File: config.mk
export PLATFORM = sky130hd
export DESIGN_NAME = piso_serializer
export DESIGN_NICKNAME = d
export VERILOG_FILES = /design/src/rtl/serializer_pkg.sv /design/src/rtl/ser_hold_buf.sv /design/src/rtl/piso_serializer.sv
export SDC_FILE = /design/constraint.sdc
export NUM_CORES = 1
export LEC_CHECK = 0
export ABC_AREA = 0
export BUFFER_PORTS_ARGS = -buffer_cell sky130_fd_sc_hd__buf_2
export CORE_AREA = 2 2 46 48
export DETAILED_ROUTE_END_ITERATION = 6
export DIE_AREA = 0 0 48 50
export PLACE_DENSITY = 0.57
export SYNTH_ARGS = -nofsm -noshare
export SYNTH_HDL_FRONTEND = slang
export SYNTH_HIERARCHICAL = 1
export SYNTH_SLANG_ARGS = --single-unit
File: constraint.sdc
create_clock -name clk -period 5.16 [get_ports clk]
set_clock_uncertainty 0.15 [all_clocks]
set_input_delay 1.032 -clock clk [delete_from_list [all_inputs] [get_ports clk]]
set_output_delay 1.032 -clock clk [all_outputs]
set_load 0.05 [all_outputs]
File: src/rtl/serializer_pkg.sv
// Shared definitions for the parallel-in / serial-out serializer:
// FSM state encoding and the default parallel word width.
package serializer_pkg;

  // Default parallel word width; any width >= 2 is supported.
  localparam int unsigned DEFAULT_WIDTH = 4;

  // Serializer control states: waiting for a word, or shifting one out.
  typedef enum logic {
    IDLE  = 1'b0,
    SHIFT = 1'b1
  } ser_state_e;

  // Index of the bit driven onto the serial line for a given order.
  function automatic int unsigned out_bit_index(input logic msb_first, input int unsigned width);
    return msb_first ? (width - 1) : 0;
  endfunction

endpackage

File: src/rtl/ser_hold_buf.sv
// One-word holding register in front of the serializer. Accepts a word
// plus its bit order on a valid/ready handshake and hands it to the shifter
// when the serializer pops it. Ready is purely the inverse of the full flag,
// so it never depends combinationally on load_valid.
module ser_hold_buf
  import serializer_pkg::*;
#(
  parameter int unsigned WIDTH = DEFAULT_WIDTH
) (
  input  logic             clk,
  input  logic             reset_n,
  input  logic [WIDTH-1:0] par_data,
  input  logic             msb_first,
  input  logic             load_valid,
  output logic             load_ready,
  input  logic             pop,
  output logic             hold_full,
  output logic [WIDTH-1:0] hold_data,
  output logic             hold_msb
);

  logic             hold_full_q, hold_full_d;
  logic [WIDTH-1:0] hold_data_q, hold_data_d;
  logic             hold_msb_q,  hold_msb_d;
  logic             accept;

  // A word is taken only while the register is empty. The shifter pops only
  // when the register is full, so a pop and an accept can never share an edge.
  assign accept = load_valid && !hold_full_q;

  // Next-state for the holding register: pop empties it, accept fills it.
  always_comb begin
    hold_full_d = hold_full_q;
    hold_data_d = hold_data_q;
    hold_msb_d  = hold_msb_q;
    if (pop) begin
      hold_full_d = 1'b0;
    end else if (accept) begin
      hold_full_d = 1'b1;
      hold_data_d = par_data;
      hold_msb_d  = msb_first;
    end
  end

  // Holding register state; reset discards any held word.
  always_ff @(posedge clk or negedge reset_n) begin
    if (!reset_n) begin
      hold_full_q <= 1'b0;
      hold_data_q <= '0;
      hold_msb_q  <= 1'b0;
    end else begin
      hold_full_q <= hold_full_d;
      hold_data_q <= hold_data_d;
      hold_msb_q  <= hold_msb_d;
    end
  end

  assign load_ready = !hold_full_q;
  assign hold_full  = hold_full_q;
  assign hold_data  = hold_data_q;
  assign hold_msb   = hold_msb_q;

endmodule

File: src/rtl/piso_serializer.sv
// Parallel-in / serial-out serializer. A word handed over through the
// holding buffer is loaded into a shift register and sent one bit per
// cycle of shift_en, MSB or LSB first as captured with the word. A word
// held in the buffer is chained onto the end of the current one with no
// idle gap. done pulses in the cycle after the last bit is consumed.
module piso_serializer
  import serializer_pkg::*;
#(
  parameter int unsigned WIDTH = DEFAULT_WIDTH
) (
  input  logic             clk,
  input  logic             reset_n,
  input  logic [WIDTH-1:0] par_data,
  input  logic             load_valid,
  output logic             load_ready,
  input  logic             msb_first,
  input  logic             shift_en,
  output logic             serial_out,
  output logic             ser_valid,
  output logic             frame_start,
  output logic             done
);

  localparam int unsigned CW = $clog2(WIDTH);
  localparam logic [CW-1:0] LAST_BIT = CW'(WIDTH - 1);

  ser_state_e       state_q, state_d;
  logic [WIDTH-1:0] shreg_q, shreg_d;
  logic [CW-1:0]    bit_cnt_q, bit_cnt_d;
  logic             order_q, order_d;
  logic             done_q, done_d;

  logic             pop;
  logic             hold_full;
  logic [WIDTH-1:0] hold_data;
  logic             hold_msb;
  logic             in_shift;

  ser_hold_buf #(
    .WIDTH(WIDTH)
  ) u_hold (
    .clk        (clk),
    .reset_n    (reset_n),
    .par_data   (par_data),
    .msb_first  (msb_first),
    .load_valid (load_valid),
    .load_ready (load_ready),
    .pop        (pop),
    .hold_full  (hold_full),
    .hold_data  (hold_data),
    .hold_msb   (hold_msb)
  );

  // Next-state logic: load from the holding register, shift on shift_en,
  // and on the last bit either chain the held word or drop back to IDLE.
  always_comb begin
    state_d   = state_q;
    shreg_d   = shreg_q;
    bit_cnt_d = bit_cnt_q;
    order_d   = order_q;
    done_d    = 1'b0;
    pop       = 1'b0;
    case (state_q)
      IDLE: begin
        if (hold_full) begin
          shreg_d   = hold_data;
          order_d   = hold_msb;
          bit_cnt_d = '0;
          pop       = 1'b1;
          state_d   = SHIFT;
        end
      end
      SHIFT: begin
        if (shift_en) begin
          if (bit_cnt_q == LAST_BIT) begin
            done_d = 1'b1;
            if (hold_full) begin
              shreg_d   = hold_data;
              order_d   = hold_msb;
              bit_cnt_d = '0;
              pop       = 1'b1;
            end else begin
              shreg_d   = '0;
              bit_cnt_d = '0;
              state_d   = IDLE;
            end
          end else begin
            // Shift toward whichever end feeds serial_out.
            if (order_q) begin
              shreg_d = {shreg_q[WIDTH-2:0], 1'b0};
            end else begin
              shreg_d = {1'b0, shreg_q[WIDTH-1:1]};
            end
            bit_cnt_d = bit_cnt_q + CW'(1);
          end
        end
      end
      default: begin
        state_d = IDLE;
      end
    endcase
  end

  // State, shifter, counter and done registers; reset drops any word in flight.
  always_ff @(posedge clk or negedge reset_n) begin
    if (!reset_n) begin
      state_q   <= IDLE;
      shreg_q   <= '0;
      bit_cnt_q <= '0;
      order_q   <= 1'b0;
      done_q    <= 1'b0;
    end else begin
      state_q   <= state_d;
      shreg_q   <= shreg_d;
      bit_cnt_q <= bit_cnt_d;
      order_q   <= order_d;
      done_q    <= done_d;
    end
  end

  // Serial outputs are gated by SHIFT so IDLE (and reset) always shows zeros.
  assign in_shift    = (state_q == SHIFT);
  assign ser_valid   = in_shift;
  assign serial_out  = in_shift && shreg_q[out_bit_index(order_q, WIDTH)];
  assign frame_start = in_shift && (bit_cnt_q == '0);
  assign done        = done_q;

endmodule

==> results.md <==
* Sw Ratio at 41.6%
* Fraction of synthesized area in multiplexers at 15.4%
* FP Rows at 16
* Die height at 50 µm
* Max-cap violations at 0
* Core Area at 1900 µm²
* Max clock buf depth at 2
* Drt pass-1 iters at 4
* Post-synthesis net count at 73
* Clk pin slew, worst setup/hold paths at 0.09 ns
* Initial antenna violation count at 0
* Leakage at 0.000401 µW
* Worst Setup Start Kind: register
* Mapped Cells at 61
* YS warnings at 6
* Clk sink count at 15
* Post-synthesis sequential area ratio at 50.3%
* FF/Latch Area at 375 µm²
* CP endpoint kind: output pin
* Syn avg cell area at 12.2 µm²
* Post-Route WL at 1200 µm
* H-tree depth at 1
* Post_cts resized at 0
* Fin nets at 90
* Post-route clock period utilization at 48.4%
* Die Area at 2400 µm²
* Comb pwr share at 45.9%
* Antenna cells at 0
* Final setup fails at 0
* RSZ-0062 raised after global routing: false
* Multi-input gate area at 344 µm²
* Power Internal at 304 µW
* Metal3 WL at 47 µm
* Vias in the first global route at 504
* CP max FO at 3
* Reg2reg setup slack at 3.39 ns
* Wire per inst at 11.5 µm
* Iteration-0 DRC Markers at 4
* Worst hold path class: reg -> reg
* Gp weighted congestion at 0.737
* Highest layer used for signal routing: met4
* Clock power frac at 12.5%
* Peak VDD IR at 324 µV
* Worst-skew pair later-pin latency at 0.27 ns
* Slew of the pin with the lowest slew margin at 0.335 ns
* Wire length on met1 at 562 µm
* Hold_sp: u_hold/hold_data[2]
* Fin. Hold Viols at 0
* CTS Hold Buffers Added at 0
* Area Growth Syn to Fin at 15.3%
* Dpl hpwl at 936 µm
* First-pass GRT wire length at 2210 µm
* Hold Path End: u_hold/hold_data[2]
* IO buf count at 13
* Most frequent cells in the layout: dfrtp_1, buf_2, nor2_1, mux2_2
* Max Slew Vio Count at 0
* Die width at 48 µm
* # fillers at 182
* WS Path Type: reg -> out
* Pin count of the biggest net entering global routing at 16
* Final Critical Period at 2.50 ns
* Share of layout cells above drive strength 1 at 37.7%
* Post-route antenna net violation count at 0
* FMAX at 401 MHz
* Largest family of logic cells by synthesized area: multiplexers
* Io pins at 14
* Total negative slack at 0 ns
* Post-synthesis compound-gate area fraction at 14.1%
* Clock buffer count from CTS at 3
* Sw power at 216 µW
* Worst Path Required at 3.98 ns
* CTS tree: done
* Hold path depth at 1
* Synth unique cells at 23
* Power per cell area at 605 nW/µm²
* DRC viols at 0
* FF-to-FF Start: bit_cnt_q[0]
* Vias per inst at 4.71
* GRT Resource Usage Total at 12.8%
* Simple-Gate Fraction of Synth Area at 11.6%
* Max-slew headroom at 77.7%
* PnR Total Power at 520 µW
* Status: finished clean
* Synth Area in XOR/XNOR at 0%
* Critical R2R Capture: u_hold/hold_msb
* Synth Cell Area at 746 µm²
* Most common cell after layout, fill and taps aside: dfrtp_1
* Root buf cell: clkbuf_4
* Number of buffers added for setup after CTS at 0
* Initial Util at 39.2%
* WL met2 at 577 µm
* Flop pwr share at 41.7%
* Total gr overflow at 0
* Data arrival, critical path at 1.31 ns
* Vias post-DR at 490
* Reg2reg path depth at 5
* Area share of fa/ha/maj cells after synthesis at 5.03%
* Flops & latches, synth at 15
[area by class of cell]
type | count | area share (%)
clock buffer | 4 | 3.06
inverter | 4 | 1.75
multi-input combinational | 41 | 40.0
sequential | 15 | 43.7
tap | 27 | 3.93
timing repair buffer | 13 | 7.57
[power groups by stage]
| stage | clock (µW) | sequential, µW | combinational, µW |
|---|---|---|---|
| after floorplan | 0 | 214 | 194 |
| after global placement | 0 | 220 | 236 |
| after detailed placement | 0 | 221 | 240 |
| after CTS | 69.0 | 218 | 241 |
| after global routing | 75.0 | 227 | 260 |
| final | 64.7 | 217 | 238 |
[sequential cells by signal, indices dropped and copies added (netlist names)]
| signal | flops |
|---|---|
| done | 1 |
| order_q | 1 |
| ser_valid | 1 |
| shreg_q | 4 |
| bit_cnt_q | 2 |
| u_hold/hold_full | 1 |
| u_hold/hold_msb | 1 |
| u_hold/hold_data | 4 |
[cell usage after synthesis]
master,instances,area [µm²]
dfrtp_1,15,375
mux2_2,6,67.6
nor2_1,6,22.5
a21oi_1,4,20.0
inv_1,4,15.0
ha_1,3,37.5
a22oi_1,2,15.0
a32oi_1,2,17.5
mux2_1,2,22.5
nand2_1,2,7.51
nand3_1,2,10.0
o21ai_2,2,17.5
a21bo_4,1,16.3
a21boi_2,1,11.3
a21o_1,1,7.51
and2_1,1,6.26
and2b_2,1,8.76
and3_1,1,6.26
buf_6,1,11.3
mux2_4,1,15.0
mux2i_1,1,10.0
nor2b_1,1,6.26
nor3b_4,1,18.8
[worst max-delay path by stage]
stage,start,to,slack (ns),cells after the start
floorplan,ser_valid,serial_out,2.44,2
global placement,shift_en,u_hold/hold_data[1],2.86,5
detailed placement,shift_en,u_hold/hold_msb,2.84,5
CTS,bit_cnt_q[0],frame_start,2.64,4
global route,bit_cnt_q[0],frame_start,2.55,4
finish,bit_cnt_q[0],frame_start,2.66,4
[through the flow]
step / hold WS [ns] / setup slack, ns / instances / util, % / area (µm²)
global placement: 0.339 / 2.86 / 100 / 43.8 / 833
floorplan: 0.325 / 2.44 / 61 / - / 746
finish: 0.372 / 2.66 / 104 / 45.2 / 860
detailed placement: 0.353 / 2.84 / 100 / 43.8 / 833
global route: 0.400 / 2.55 / 104 / 45.2 / 860
CTS: 0.376 / 2.64 / 104 / 45.2 / 860
[routing by layer]
metal / vias up / GRT usage, %
met5: - / 0
met4: 0 / 5.41
met3: 2 / 2.20
met2: 8 / 19.6
met1: 233 / 17.2
li1: 247 / -
[kinds of logic (layout without fill, tap and decap cells)]
logic type | Yosys count | in the layout
multiplexers | 10 | 10
AO/OA/AOI/OAI | 13 | 13
AND/OR/NAND/NOR | 15 | 15
flip-flops | 15 | 15
adder cells (fa/ha/maj) | 3 | 3
buffers and inverters | 5 | 21
[critical path, stage by stage, from the launching register on]
cell and delay (ns):
dfrtp_1 0.40, inv_1 0.12, ha_1 0.16, and2_1 0.11, buf_2 0.25
(Power assumes the default switching activity.)
